### src/rtl/burst_slave_port.sv
// burst_slave_port
//   Serial-to-parallel slave port. Takes a header, a serial address (MSB
//   first) and serial write data (LSB first) from the bit-serial
//   interconnect. It then runs parallel request/acknowledge handshakes with
//   the target and returns read data serially (LSB first). Multi-beat bursts
//   auto-increment the address, which wraps modulo 2^ADDR_W.
//
// Ports
//   in_clk         clock, rising edge
//   reset          synchronous active-high reset
//   ss             slave select; dropping it outside IDLE aborts
//   ser_in_valid   qualifies header / in_addr / ser_wdata bits
//   in_write       header: 1=write, 0=read
//   burst_en       header: burst request
//   burst_len      header: beats minus 1
//   in_addr        serial address bit, MSB first
//   ser_wdata      serial write data bit, LSB first
//   ser_in_ready   interconnect accepts the current read bit
//   ser_rdata      serial read data bit, LSB first
//   ser_out_valid  ser_rdata valid
//   busy           state != IDLE
//   par_ack        target acceptance; par_rdata valid on reads
//   par_rdata      target read data
//   par_req        request to target
//   out_write      request is a write
//   out_addr       target address
//   par_wdata      target write data
//
// state      | meaning
// -----------+----------------------------------------------
// S_IDLE     | waiting for a header cycle
// S_RX_ADDR  | shifting in address bits
// S_RX_WDATA | shifting in one beat of write data
// S_WR_TGT   | write request held until par_ack
// S_RD_TGT   | read request held until par_ack
// S_TX_RDATA | shifting out one beat of read data

module burst_slave_port #(
  parameter int ADDR_W  = 12,
  parameter int DATA_W  = 8,
  parameter int BURST_W = 4
) (
  input  logic               in_clk,
  input  logic               reset,
  input  logic               ss,
  input  logic               ser_in_valid,
  input  logic               in_write,
  input  logic               burst_en,
  input  logic [BURST_W-1:0] burst_len,
  input  logic               in_addr,
  input  logic               ser_wdata,
  input  logic               ser_in_ready,
  output logic               ser_rdata,
  output logic               ser_out_valid,
  output logic               busy,
  input  logic               par_ack,
  input  logic [DATA_W-1:0]  par_rdata,
  output logic               par_req,
  output logic               out_write,
  output logic [ADDR_W-1:0]  out_addr,
  output logic [DATA_W-1:0]  par_wdata
);

  localparam int BW1   = BURST_W + 1;
  localparam int CNT_W = (ADDR_W > DATA_W) ? $clog2(ADDR_W) : $clog2(DATA_W);

  typedef enum logic [2:0] {
    S_IDLE,
    S_RX_ADDR,
    S_RX_WDATA,
    S_WR_TGT,
    S_RD_TGT,
    S_TX_RDATA
  } state_t;

  state_t             state;
  logic               wr_q;
  logic [BW1-1:0]     beats_left;
  logic [CNT_W-1:0]   bit_cnt;     // down-counter, terminal count at zero
  logic [DATA_W-1:0]  rdata_sh;

  always_ff @(posedge in_clk) begin
    if (reset) begin
      state         <= S_IDLE;
      wr_q          <= 1'b0;
      beats_left    <= '0;
      bit_cnt       <= '0;
      rdata_sh      <= '0;
      ser_rdata     <= 1'b0;
      ser_out_valid <= 1'b0;
      busy          <= 1'b0;
      par_req       <= 1'b0;
      out_write     <= 1'b0;
      out_addr      <= '0;
      par_wdata     <= '0;
    end else if (state != S_IDLE && !ss) begin
      // Abort wins over everything, including a same-cycle par_ack.
      state         <= S_IDLE;
      busy          <= 1'b0;
      par_req       <= 1'b0;
      out_write     <= 1'b0;
      ser_out_valid <= 1'b0;
      ser_rdata     <= 1'b0;
    end else begin
      case (state)
        S_IDLE: begin
          if (ss && ser_in_valid) begin
            wr_q       <= in_write;
            beats_left <= burst_en ? BW1'(burst_len) + BW1'(1) : BW1'(1);
            bit_cnt    <= CNT_W'(ADDR_W - 1);
            busy       <= 1'b1;
            state      <= S_RX_ADDR;
          end
        end

        S_RX_ADDR: begin
          if (ser_in_valid) begin
            out_addr <= {out_addr[ADDR_W-2:0], in_addr};
            if (bit_cnt == '0) begin
              if (wr_q) begin
                bit_cnt <= CNT_W'(DATA_W - 1);
                state   <= S_RX_WDATA;
              end else begin
                par_req   <= 1'b1;
                out_write <= 1'b0;
                state     <= S_RD_TGT;
              end
            end else begin
              bit_cnt <= bit_cnt - CNT_W'(1);
            end
          end
        end

        S_RX_WDATA: begin
          if (ser_in_valid) begin
            par_wdata <= {ser_wdata, par_wdata[DATA_W-1:1]};
            if (bit_cnt == '0) begin
              par_req   <= 1'b1;
              out_write <= 1'b1;
              state     <= S_WR_TGT;
            end else begin
              bit_cnt <= bit_cnt - CNT_W'(1);
            end
          end
        end

        S_WR_TGT: begin
          if (par_ack) begin
            par_req   <= 1'b0;
            out_write <= 1'b0;
            if (beats_left > BW1'(1)) begin
              beats_left <= beats_left - BW1'(1);
              out_addr   <= out_addr + ADDR_W'(1);
              bit_cnt    <= CNT_W'(DATA_W - 1);
              state      <= S_RX_WDATA;
            end else begin
              busy  <= 1'b0;
              state <= S_IDLE;
            end
          end
        end

        S_RD_TGT: begin
          if (par_ack) begin
            par_req       <= 1'b0;
            rdata_sh      <= par_rdata;
            ser_rdata     <= par_rdata[0];
            ser_out_valid <= 1'b1;
            bit_cnt       <= CNT_W'(DATA_W - 1);
            state         <= S_TX_RDATA;
          end
        end

        S_TX_RDATA: begin
          if (ser_in_ready) begin
            if (bit_cnt == '0) begin
              ser_out_valid <= 1'b0;
              ser_rdata     <= 1'b0;
              if (beats_left > BW1'(1)) begin
                beats_left <= beats_left - BW1'(1);
                out_addr   <= out_addr + ADDR_W'(1);
                par_req    <= 1'b1;
                out_write  <= 1'b0;
                state      <= S_RD_TGT;
              end else begin
                busy  <= 1'b0;
                state <= S_IDLE;
              end
            end else begin
              // ser_rdata is registered, so present the next bit from the
              // shift register before it shifts.
              bit_cnt   <= bit_cnt - CNT_W'(1);
              rdata_sh  <= rdata_sh >> 1;
              ser_rdata <= rdata_sh[1];
            end
          end
        end

        default: begin
          busy  <= 1'b0;
          state <= S_IDLE;
        end
      endcase
    end
  end

endmodule

### config.mk
export PLATFORM = sky130hd
export DESIGN_NAME = burst_slave_port
export DESIGN_NICKNAME = d
export VERILOG_FILES = /design/src/rtl/burst_slave_port.sv
export SDC_FILE = /design/constraint.sdc
export NUM_CORES = 1
export LEC_CHECK = 0
export CELL_PAD_IN_SITES_DETAIL_PLACEMENT = 0
export CELL_PAD_IN_SITES_GLOBAL_PLACEMENT = 1
export CORE_MARGIN = 1.5
export CORE_UTILIZATION = 36
export CTS_CLUSTER_SIZE = 30
export DETAILED_ROUTE_END_ITERATION = 6
export GPL_TIMING_DRIVEN = 0
export PLACE_DENSITY_LB_ADDON = 0.1
export RECOVER_POWER = 25
export SLEW_MARGIN = 20
export SYNTH_ARGS = -nofsm -noshare
export SYNTH_HDL_FRONTEND = slang
export SYNTH_SLANG_ARGS = --single-unit
### constraint.sdc
create_clock -name in_clk -period 2.13 [get_ports in_clk]
set_input_delay 0.213 -clock in_clk [delete_from_list [all_inputs] [get_ports in_clk]]
set_output_delay 0.213 -clock in_clk [all_outputs]
set_load 0.02 [all_outputs]
* Word level (Yosys, flattened, before mapping)
Cells that the tools add are included. Widths: inputs -> output; s select.
Cells by class: add/subtract/negate cells 4, multiply operators 0, div/mod/pow operators 0, magnitude comparators 1, equality and inequality tests 20, shift operators 0, multiplexer cells 72, bitwise gates (word level) 2, reductions and logical operators 27
Operators by type and width (number):
- $mux 12 | 5
- $mux 4 | 10
- $pmux 12 s3 | 1
- $mux 3 | 11
- $mux 5 | 6
- $reduce_and 10->1 | 3
- $mux 1 | 26
- $ne 2x2->1 const B | 13
- $mux 8 | 3
- $pmux 4 s6 | 1
- $pmux 3 s6 | 1
- $pmux 8 s2 | 1
- $pmux 5 s3 | 1
- $add 12x1->12 const B | 1
- $pmux 1 s4 | 3
- $reduce_and 6->1 | 2
- $reduce_and 5->1 | 2
- $reduce_and 3->1 | 3
- $reduce_and 9->1 | 1
- $reduce_bool 3->1 | 3
- $reduce_bool 4->1 | 2
- $eq 3x2->1 const B | 2
- $eq 3x3->1 const B | 2
- $reduce_bool 6->1 | 1
- 18 further kinds | 22
Storage, ports and cells: register bits after elaboration 46, bits in latches 0, memory bits (writable) 0, memory bits (read-only) 0, output and inout port bits 25, word-level logic and storage cells 138, memories 0

* Depth between registers and ports, before layout
word-level depth 5, gate-level depth with buffers 9, mapped depth without buffers 7

* Worst setup path after synthesis
OpenSTA, ideal clock, no wires.
path type register to register, start register beats_left[1], end register out_addr[11], library setup time 0.122 ns, data arrival time 1.936 ns, required time 2.008 ns, path slack 0.072 ns, cell stages (with the launch flop) 9, path buffers 1, clock period less this slack 2.058 ns, cell sequence dfxtp_1 inv_1 ha_1 o21bai_1 and2_1 buf_2 a211oi_4 o21ai_1 a311o_1
Between the ends: cells in the longest elaborated chain, start to end 5
RTL lines:
- start: declaration | RTL line 78 | logic [BW1-1:0] beats_left;
- start signal: assignment | RTL line 109 | beats_left <= burst_en ? BW1'(burst_len) + BW1'(1) : BW1'(1);
- start signal: assignment | RTL line 152 | beats_left <= beats_left - BW1'(1);
- start signal: assignment | RTL line 180 | beats_left <= beats_left - BW1'(1);
- $gt 5x1->1 (*) | RTL line 151, 179
- $mux 12 (*)
- $mux 12 (2 in a row)
- $pmux 12 s3 (*)
- end signal: assignment | RTL line 118 | out_addr <= {out_addr[ADDR_W-2:0], in_addr};
- end signal: assignment | RTL line 153 | out_addr <= out_addr + ADDR_W'(1);
- end signal: assignment | RTL line 181 | out_addr <= out_addr + ADDR_W'(1);
- end: declaration | RTL line 60 | output logic [ADDR_W-1:0] out_addr,
Mark *: on every way between the ends. The rest lies on a longest branch, timed or not. The select of a mux whose other input is x is not followed. A chain may end at the register's enable or synchronous reset.

* Worst setup path in the final report
start register beats_left[1], end register beats_left[0]
Between the ends: cells in the longest elaborated chain, start to end 5
RTL lines (RTL line):
- $gt 5x1->1 (*) | 151, 179
- $mux 5 (*)
- $mux 5 (2 in a row)
- $pmux 5 s3 (*)
Marked as above.

==> results.md <==
* Status: finished clean
* Fin area at around 3800 um2
* Clk slew on worst S/H paths at about 100 ps
* Router iterations before antenna repair at 4
* DP Area at about 3600 um2
* GR met2 Demand/Resource at about 32%
* Clock buffer depth at 2
* Fmax at just under 0.5 GHz
* Syn Inst Count at between 300 and 400
* Fin Clk Skew at approximately 8.6 ps
* Required @ worst endpoint at approximately 2400 ps
* Num rows at 32
* Worst-margin pin slew at 646 ps
* Power Density at between 800 and 900 nW/um2
* Initial antenna violation count at 0
* Nets@finish at approximately 440
* Detailed Route WL at 8640 um
* Cell taking the most area after synthesis: dfxtp_1
* Final Hold Fails at 0
* Setup WS pre-CTS at -270 ps
* Layout cells sized above 1 at between 10% and 20%
* GRT busiest layer: met2
* Hold endpoint: par_req$_SDFFE_PP0P_
* RR Endpoint: beats_left[0]$_SDFFE_PP0P_
* HP Class: flip-flop to flip-flop
* CTS tree: built
* Final WS setup at roughly 80 ps
* Vias in the first global route at approximately 2800
* Slowest-stage cell, CP: or4_1
* Hold path startpoint: par_req$_SDFFE_PP0P_
* Mapped Avg Cell Area at between 8 and 9 um2
* Clk root buf: clkbuf_8
* Seq/Total Area, Yosys at slightly above 30%
* Largest net degree at the start of global routing at 15
* Yosys reg bits at 45
* Cts bufs inserted at 5
* Worst Path Max Fanout at 8
* Yosys cell types at 74
* Bufs and invs on worst path at 1
* Area delta synth->final at 29.0%
* Worst setup SP type: flip-flop
* Gr usage total at about a fifth
* Height of the die at 93.8 um
* Slew headroom at 56.9%
* Die width at between 90 and 100 um
* Input/output buffers at between 40 and 50
* Die area at between 8000 and 9000 um2
* Power consumption at roughly 3200 uW
* Placeable Area at between 7000 and 8000 um2
* Crit path time final at slightly above 2000 ps
* Max Slew Vio Count at 0
* Post-Syn Area at around 3000 um2
* DP HPWL at between 6000 and 7000 um
* Setup Crit Path Kind: flip-flop to flip-flop
* Worst vdd ir at approximately 0.44 mV
* Post-Synthesis Net Count at 387
* Initial Utilization at 37.9%
* CP Capture Type: flip-flop
* EDFF count, synth at 0
* Met3 Track Usage GR at roughly 3.3%
* DRC viols at 0
* Met1 usage at between 20 and 30%
* Synth top area share at between 30% and 40%
* Fin crit share at around 96%
* Via count at between 2000 and 3000
* Top FF cell, synth: dfxtp_1
* Crit path DAT at between 2000 and 2500 ps
* Global-route wire length before repair at between 10000 and 15000 um
* Final GP Congestion at 0.902
* Final core occ at between 40% and 50%
* H-tree levels at 2
* Worst-path cell chain: inv_1, ha_1, o21bai_4, a2111oi_4, a211oi_2, or4_1, a21oi_1
* Ys async rst share at 0%
* Top cell family by delay on the critical path: compound AO/OA/AOI/OAI gates
* Count of max-cap constraint violations at 0
* Cells on Worst Hold Path at 2
* RSZ-0062 raised after global routing: true
* Clk_lat worst skew at 300 ps
* Overflow after GRT at 0
* Vias per cell at about 5.5
* Initial drt markers at approximately 160
* N_diodes at 0
* Io pins at 47
* CTS Sinks at 45
* Final setup viols at 0
* WL per Instance at roughly 17 um
* YS warnings at 0
* CP peak stage delay at 540 ps
* R2R depth at 7
* Top cells by area, synth: dfxtp_1, nor2_1, nand2_1
* Worst r2r src: beats_left[1]$_SDFFE_PP0P_
* Post-DRT Antenna Nets at 0
* Setup TNS at 0 ps
* Reg-to-reg slack, setup at between 80 and 90 ps
* Leak pwr at ~0.0013 uW
-- worst reg2reg max path: stages (launching register included) --
cell       delay [ps]
dfxtp_4           390
inv_1              70
ha_1              170
o21bai_4          220
a2111oi_4         310
a211oi_2          140
or4_1             540
a21oi_1           130
-- state kept, by name, indices dropped and copies added, names as in the netlist --
register and count:
rdata_sh 7, beats_left 5, par_wdata 8, wr_q 1, out_addr 12, state 3
busy 1, ser_rdata 1, par_req 1, out_write 1, bit_cnt 4, ser_out_valid 1
-- kinds of logic after synthesis --
family	after synthesis	synth area share, %
compound gates	109	29.2
buf+inv	33	5.39
flops	45	30.3
mux	10	3.37
xor+xnor	7	2.32
simple gates	151	27.3
fa+ha+maj	5	2.11
-- worst max-delay path by stage --
stage | start | endpoint | slack [ps] | cells past startpoint
2_1_floorplan | beats_left[1]$_SDFFE_PP0P_ | out_addr[11]$_SDFFE_PP0P_ | 70 | 8
3_3_place_gp | beats_left[1]$_SDFFE_PP0P_ | out_addr[11]$_SDFFE_PP0P_ | -280 | 8
3_5_place_dp | beats_left[1]$_SDFFE_PP0P_ | out_addr[11]$_SDFFE_PP0P_ | -270 | 8
4_1_cts | beats_left[1]$_SDFFE_PP0P_ | out_addr[11]$_SDFFE_PP0P_ | 10 | 9
5_1_grt | beats_left[1]$_SDFFE_PP0P_ | beats_left[0]$_SDFFE_PP0P_ | -30 | 7
6_report | beats_left[1]$_SDFFE_PP0P_ | beats_left[0]$_SDFFE_PP0P_ | 80 | 7
-- layout make-up --
| cell class | instances | area, um2 |
|---|---|---|
| buffer | 22 | 130 |
| clock buffer | 6 | 82.6 |
| clock inverter | 2 | 37.5 |
| fill | 812 | 4020 |
| inverter | 10 | 41.3 |
| multi-input combinational | 282 | 2000 |
| sequential | 45 | 908 |
| tap | 102 | 128 |
| timing repair buffer | 51 | 505 |
-- per-stage QoR --
stage	hold WS [ps]	std cells
floorplan	360	360
detailed placement	460	508
global placement	458	508
global route	479	520
CTS	466	519
finish	474	520
-- report_power, final --
part	switching (uW)	internal [uW]	leakage [uW]	total [uW]
registers	92.3	929	0.000367	1020
logic	902	601	0.000912	1500
clock network	324	382	0.0000574	706
-- synth_stat cells, drive strengths merged, types with 5 or more instances --
cell and count:
buf 16, clkbuf 7, nor2 39, nor4 7, inv 9, o21ai 20
a21oi 21, nand3 13, dfxtp 45, nor2b 6, nor3 10, ha 5
nand4 8, mux2i 10, o31ai 10, a2111oi 5, o21a 5, a211oi 6
a311oi 13, xor2 5, nand2 35
-- what timing repair did --
action,in CTS,in global routing
setup endpoints to repair,24,28
hold buffers,0,0
pin swaps,1,5
gates resized for setup,10,25
setup buffers,3,2
-- placed cells by master (no fill, tap or decap), drive strengths merged, types with 3 or more instances in the layout --
| cell | synthesis | layout |
|---|---|---|
| nor3b | 4 | 4 |
| clkbuf | 7 | 17 |
| nor4 | 7 | 7 |
| dfxtp | 45 | 45 |
| buf | 16 | 16 |
| a211oi | 6 | 6 |
| nand4 | 8 | 8 |
| o21ai | 20 | 20 |
| inv | 9 | 8 |
| nor3 | 10 | 10 |
| or3 | 4 | 4 |
| ha | 5 | 5 |
| o21a | 5 | 5 |
| nand3 | 13 | 13 |
| or4 | 3 | 3 |
| a22oi | 3 | 3 |
| clkdlybuf4s50 | 0 | 29 |
| a21oi | 21 | 21 |
| o31ai | 10 | 10 |
| nand2b | 4 | 4 |
| and3 | 4 | 4 |
| nor2b | 6 | 6 |
| nand2 | 35 | 35 |
| dlygate4sd3 | 0 | 17 |
| and2 | 4 | 4 |
| a2111oi | 5 | 5 |
| nor2 | 39 | 39 |
| mux2i | 10 | 10 |
| a31oi | 4 | 4 |
| xor2 | 5 | 5 |
| a311oi | 13 | 13 |
-- routing by layer --
metal	wire length [um]	share of wire (%)
met2	4040	47
met5	0	0
met3	418	4.8
met1	4150	48
met4	36	0.42
Power figures use the tool's default switching activity.
